`config.mk`:
```
export PLATFORM = sky130hd
export DESIGN_NAME = rv32_hazard_scoreboard
export DESIGN_NICKNAME = d
export VERILOG_FILES = /design/src/rtl/rv32_hazard_scoreboard.sv
export SDC_FILE = /design/constraint.sdc
export NUM_CORES = 1
export LEC_CHECK = 0
export CORE_MARGIN = 2
export CORE_UTILIZATION = 25
export CTS_CLUSTER_SIZE = 12
export DETAILED_ROUTE_END_ITERATION = 7
export PLACE_DENSITY = 0.55
export REMOVE_ABC_BUFFERS = 1
export SLEW_MARGIN = 30
export SYNTH_ARGS = -nofsm -noshare
export SYNTH_HDL_FRONTEND = slang
export SYNTH_SLANG_ARGS = --single-unit
export TNS_END_PERCENT = 20
```
`constraint.sdc`:
```
create_clock -name clk_i -period 2.9 [get_ports clk_i]
set_input_delay 0.58 -clock clk_i [delete_from_list [all_inputs] [get_ports clk_i]]
set_output_delay 0.58 -clock clk_i [all_outputs]
set_load 0.02 [all_outputs]
```
`src/rtl/rv32_hazard_scoreboard.sv`:
```
// rv32_hazard_scoreboard: forwarding select, long-latency scoreboard and stall/flush control for the RV32 pipeline
module rv32_hazard_scoreboard #(
  parameter int NUM_FWD = 3,
  parameter int NUM_LU = 2,
  parameter int FETCH_DEPTH = 2,
  parameter int FW = $clog2(NUM_FWD + 1)
) (
  input  logic                 clk_i,
  input  logic                 rst_i,
  input  logic [NUM_FWD-1:0]   fwd_we_i,
  input  logic [5*NUM_FWD-1:0] fwd_rd_i,
  input  logic [4:0]           rs1_e_i,
  input  logic [4:0]           rs2_e_i,
  input  logic [4:0]           rs1_d_i,
  input  logic [4:0]           rs2_d_i,
  input  logic [4:0]           rd_d_i,
  input  logic                 reg_write_d_i,
  input  logic [NUM_LU-1:0]    lu_req_d_i,
  input  logic [4:0]           rd_e_i,
  input  logic                 reg_write_e_i,
  input  logic                 load_e_i,
  input  logic [NUM_LU-1:0]    lu_sel_e_i,
  input  logic [NUM_LU-1:0]    lu_done_i,
  input  logic                 pc_src_e_i,
  output logic [FW-1:0]        forward_a_o,
  output logic [FW-1:0]        forward_b_o,
  output logic                 stall_f_o,
  output logic                 stall_d_o,
  output logic                 stall_e_o,
  output logic                 stall_m_o,
  output logic                 stall_w_o,
  output logic                 flush_d_o,
  output logic                 flush_e_o,
  output logic [NUM_LU-1:0]    lu_busy_o
);
  localparam int CW = FETCH_DEPTH > 1 ? $clog2(FETCH_DEPTH) : 1;
  logic [31:0] pend_q, pend_n;
  logic [NUM_LU-1:0] busy_q, busy_n;
  logic [NUM_LU-1:0][4:0] urd_q, urd_n;
  logic [CW-1:0] cnt_q, cnt_n;
  logic freeze, use_stall, raw_stall, waw_stall, struct_stall, d_stall, cnt_nz;
  always_comb begin
    forward_a_o = '0;
    forward_b_o = '0;
    for (int k = NUM_FWD - 1; k >= 0; k--) begin
      if (fwd_we_i[k] && fwd_rd_i[5*k +: 5] == rs1_e_i && rs1_e_i != 5'd0) forward_a_o = FW'(k + 1);
      if (fwd_we_i[k] && fwd_rd_i[5*k +: 5] == rs2_e_i && rs2_e_i != 5'd0) forward_b_o = FW'(k + 1);
    end
  end
  assign freeze = |lu_done_i;
  assign cnt_nz = cnt_q != '0;
  assign use_stall = reg_write_e_i && (load_e_i || |lu_sel_e_i) && rd_e_i != 5'd0 &&
                     (rd_e_i == rs1_d_i || rd_e_i == rs2_d_i);
  assign raw_stall = (rs1_d_i != 5'd0 && pend_q[rs1_d_i]) || (rs2_d_i != 5'd0 && pend_q[rs2_d_i]);
  assign waw_stall = reg_write_d_i && rd_d_i != 5'd0 && pend_q[rd_d_i];
  assign struct_stall = |(lu_req_d_i & busy_q);
  assign d_stall = use_stall || raw_stall || waw_stall || struct_stall;
  // freeze outranks the redirect: the branch stays in E and re-presents next cycle
  assign stall_f_o = freeze || (!pc_src_e_i && d_stall);
  assign stall_d_o = stall_f_o;
  assign stall_e_o = freeze;
  assign stall_m_o = freeze;
  assign stall_w_o = freeze;
  assign flush_d_o = !freeze && (pc_src_e_i || cnt_nz);
  assign flush_e_o = !freeze && (pc_src_e_i || d_stall);
  assign lu_busy_o = busy_q;
  assign cnt_n = freeze ? cnt_q : pc_src_e_i ? CW'(FETCH_DEPTH - 1) : cnt_nz ? cnt_q - 1'b1 : cnt_q;
  always_comb begin
    pend_n = pend_q;
    busy_n = busy_q;
    urd_n = urd_q;
    for (int k = 0; k < NUM_LU; k++) begin
      if (lu_done_i[k]) begin
        busy_n[k] = 1'b0;
        pend_n[urd_q[k]] = 1'b0;
      end
    end
    // sets follow clears so a same-cycle set on the same register wins
    for (int k = 0; k < NUM_LU; k++) begin
      if (lu_sel_e_i[k] && !freeze) begin
        busy_n[k] = 1'b1;
        urd_n[k] = rd_e_i;
        if (reg_write_e_i && rd_e_i != 5'd0) pend_n[rd_e_i] = 1'b1;
      end
    end
  end
  always_ff @(posedge clk_i) begin
    if (rst_i) begin
      pend_q <= '0;
      busy_q <= '0;
      urd_q <= '0;
      cnt_q <= '0;
    end else begin
      pend_q <= pend_n;
      busy_q <= busy_n;
      urd_q <= urd_n;
      cnt_q <= cnt_n;
    end
  end
endmodule

```
==> out/qor.yml <==
grt_pass1_vias: 3521
cts_tree: "done"
hp-start: "cnt_nz$_SDFFE_PP0N_"
yosysMostFrequentCell: "nor2_1"
hold_path_class: "reg2reg"
firstDrtPassIters: 5
maxCapViolations: 0
reg2reg_to: "pend_q[19]$_SDFF_PP0_"
hold_viol: 0
ff_latch_area_um2: 881
tightestPinTransition_ns: 0.570
ys_types: 49
fin_nets: 567
syn_area_per_cell_um2: 8.83
drv_slew: 0
io_pins: 73
clkLatencyLatePin_ns: 0.29
seq_area_frac_synth_pct: 24.7
arrival_ns: 2.32
ff2ff_path_depth: 4
netlist_instances: 403
synthTopCellsByCount: "nor2_1, a22oi_1, dfxtp_1, xnor2_1, clkbuf_1"
clock.fmax_mhz: 345
htreeDepth: 2
vias: 3656
rrSetupSlack_ns: 1.38
grtUsageTotal_pct: 15.8
reg2reg_from: "urd_q[9]$_SDFFE_PP0P_"
wl_per_cell_um: 17.3
grt.overflow.total: 0
rsz0062_at_grt: "true"
cts_hold_buf: 0
port_buffers: 72
maxSlewHeadroom_pct: 61.9
cts_buffers: 5
cts.clk_slew.worst_paths_ns: 0.06
area_delta_synth_final_pct: 39.0
drc_errors: 0
die_h_um: 123
multi_input_area_um2: 2530
critPathCaptureType: "primary output"
place_congestion: 0.877
drive_gt1_share_pct: 22.2
cp-start-kind: "input pin"
timing.final.crit_share_pct: 100
ys.flop_type: "dfxtp_1"
viasPerCell: 5.31
core-area_um2: 13900
routed_wl_um: 11900
crit_type: "in2out"
fin_skew_ns: 0.00387
finalSetupTns_ns: -0.00483
fin_crit_ns: 2.90
status: "complete, but fails checks"
critPathMaxFanout: 2
setup_slack_ns: -0.00245
clock-sinks: 44
die_w_um: 123
clock_path_buffers: 2
place_hpwl_um: 9730
violations: "setup timing"
synthTopCellsByArea: "dfxtp_1, a22oi_1, nor2_1, mux4_2, xnor2_1"
dieArea_um2: 15200
grt_pass1_wl_um: 18600
setup_violations: 2
drt_iter0_markers: 310
synth_top_area_cell: "dfxtp_1"
std_cell_rows: 43
postPlaceCellArea_um2: 4790
synthArstFlopShare_pct: 0
ys_ff_latch: 44
ir_drop_mv: 0.263
antenna_cells: 0
leakagePower_nw: 1.92
grt_max_degree: 45
cts-root-buf: "clkbuf_16"
holdPathStages: 2
synth_top_area_share_pct: 24.7
holdPathEnd: "cnt_nz$_SDFFE_PP0N_"
fillers: 1440
required_ns: 2.32
syn_area_um2: 3560
ys_warn_count: 0
design_area_um2: 4950
antenna_found_initial: 0
synth_edf_count: 0
postRouteAntennaNets: 0
initial_core_util_pct: 25.6
p_per_area_nw_per_um2: 334
## critical path: stages
cell	delay [ns]
dlygate4sd2_1	0.29
or4_1	0.49
o21ai_2	0.20
nor2_4	0.07
a2111oi_2	0.33
a32oi_2	0.17
buf_4	0.18
## registers in the layout, indices dropped and copies added, names as in the netlist
signal / count
pend_q: 31
lu_busy_o: 2
cnt_nz: 1
urd_q: 10
## worst max-delay path by stage
| stage | startpoint | end | slack [ns] | cells past startpoint |
|---|---|---|---|---|
| after floorplan | rd_d_i[1] | stall_d_o | 0.13 | 5 |
| after global placement | rs1_d_i[0] | stall_f_o | -0.84 | 7 |
| after detailed placement | rd_d_i[1] | stall_d_o | -0.86 | 7 |
| after CTS | rs1_d_i[0] | stall_d_o | -0.04 | 7 |
| after global routing | rd_e_i[3] | stall_f_o | -0.08 | 7 |
| final | rd_e_i[3] | stall_d_o | -0.002 | 7 |
## final cells by class
| cell class | count | share of cell area, % |
|---|---|---|
| multi-input cells | 318 | 51.1 |
| inverters | 6 | 0.455 |
| flip-flops and latches | 44 | 17.8 |
| clock inverters | 2 | 0.708 |
| well taps | 180 | 4.55 |
| clock buffers | 6 | 2.60 |
| repair buffers | 132 | 22.8 |
## where the power goes
group / total [mW] / internal [mW] / switching, mW
Clock: 0.632 / 0.405 / 0.227
Combinational: 0.396 / 0.209 / 0.187
Sequential: 0.623 / 0.612 / 0.0113
Total: 1.65 / 1.23 / 0.425
## kinds of logic (layout without fill, tap and decap cells)
| kind of cell | count (synthesis) | count (layout) | synth area share [%] |
|---|---|---|---|
| XOR/XNOR | 40 | 40 | 9.84 |
| buffers and inverters | 41 | 146 | 5.41 |
| multiplexers | 41 | 41 | 19.2 |
| AND/OR/NAND/NOR | 145 | 145 | 20.7 |
| flip-flops | 44 | 44 | 24.7 |
| AO/OA/AOI/OAI | 92 | 92 | 20.1 |
## metrics by stage
stage	utilization (%)	std cells	hold WS [ns]	total power, mW	setup slack, ns
after floorplan	-	368	0.430	0.783	0.132
after global placement	34.5	679	0.442	1.03	-0.835
after detailed placement	34.5	679	0.462	1.03	-0.860
after CTS	35.6	688	0.470	1.65	-0.0439
after global routing	35.6	688	0.509	1.72	-0.0823
final	35.6	688	0.469	1.65	-0.00245
## metal layers
| layer | wire (um) | vias to the layer above | share of wire [%] | track usage (%) |
|---|---|---|---|---|
| met5 | 0 | - | 0 | 0 |
| met4 | 178 | 0 | 1.5 | 4.40 |
| met3 | 866 | 16 | 7.3 | 3.09 |
| met2 | 5750 | 141 | 48 | 27.0 |
| met1 | 5130 | 1767 | 43 | 20.3 |
| li1 | - | 1732 | - | - |
## placed cells by master (no fill, tap or decap), types with 8 or more instances in the layout
cell	n
xnor2_1	28
a22oi_1	60
and3_1	9
nor3b_1	8
mux4_2	15
buf_4	58
a21oi_1	9
nor2_1	66
clkdlybuf4s50_1	46
dlygate4sd2_1	11
mux2i_1	17
nand2_1	14
xor2_1	12
dfxtp_1	44
## what timing repair did
action | in CTS | in global routing
resized for setup | 62 | 22
hold endpoints to repair | 0 | 0
gates cloned | 0 | 0
buffers inserted | 1 | 0
pin swaps | 9 | 7
endpoints found under the setup margin | 7 | 5
Power figures use the tool's default switching activity.
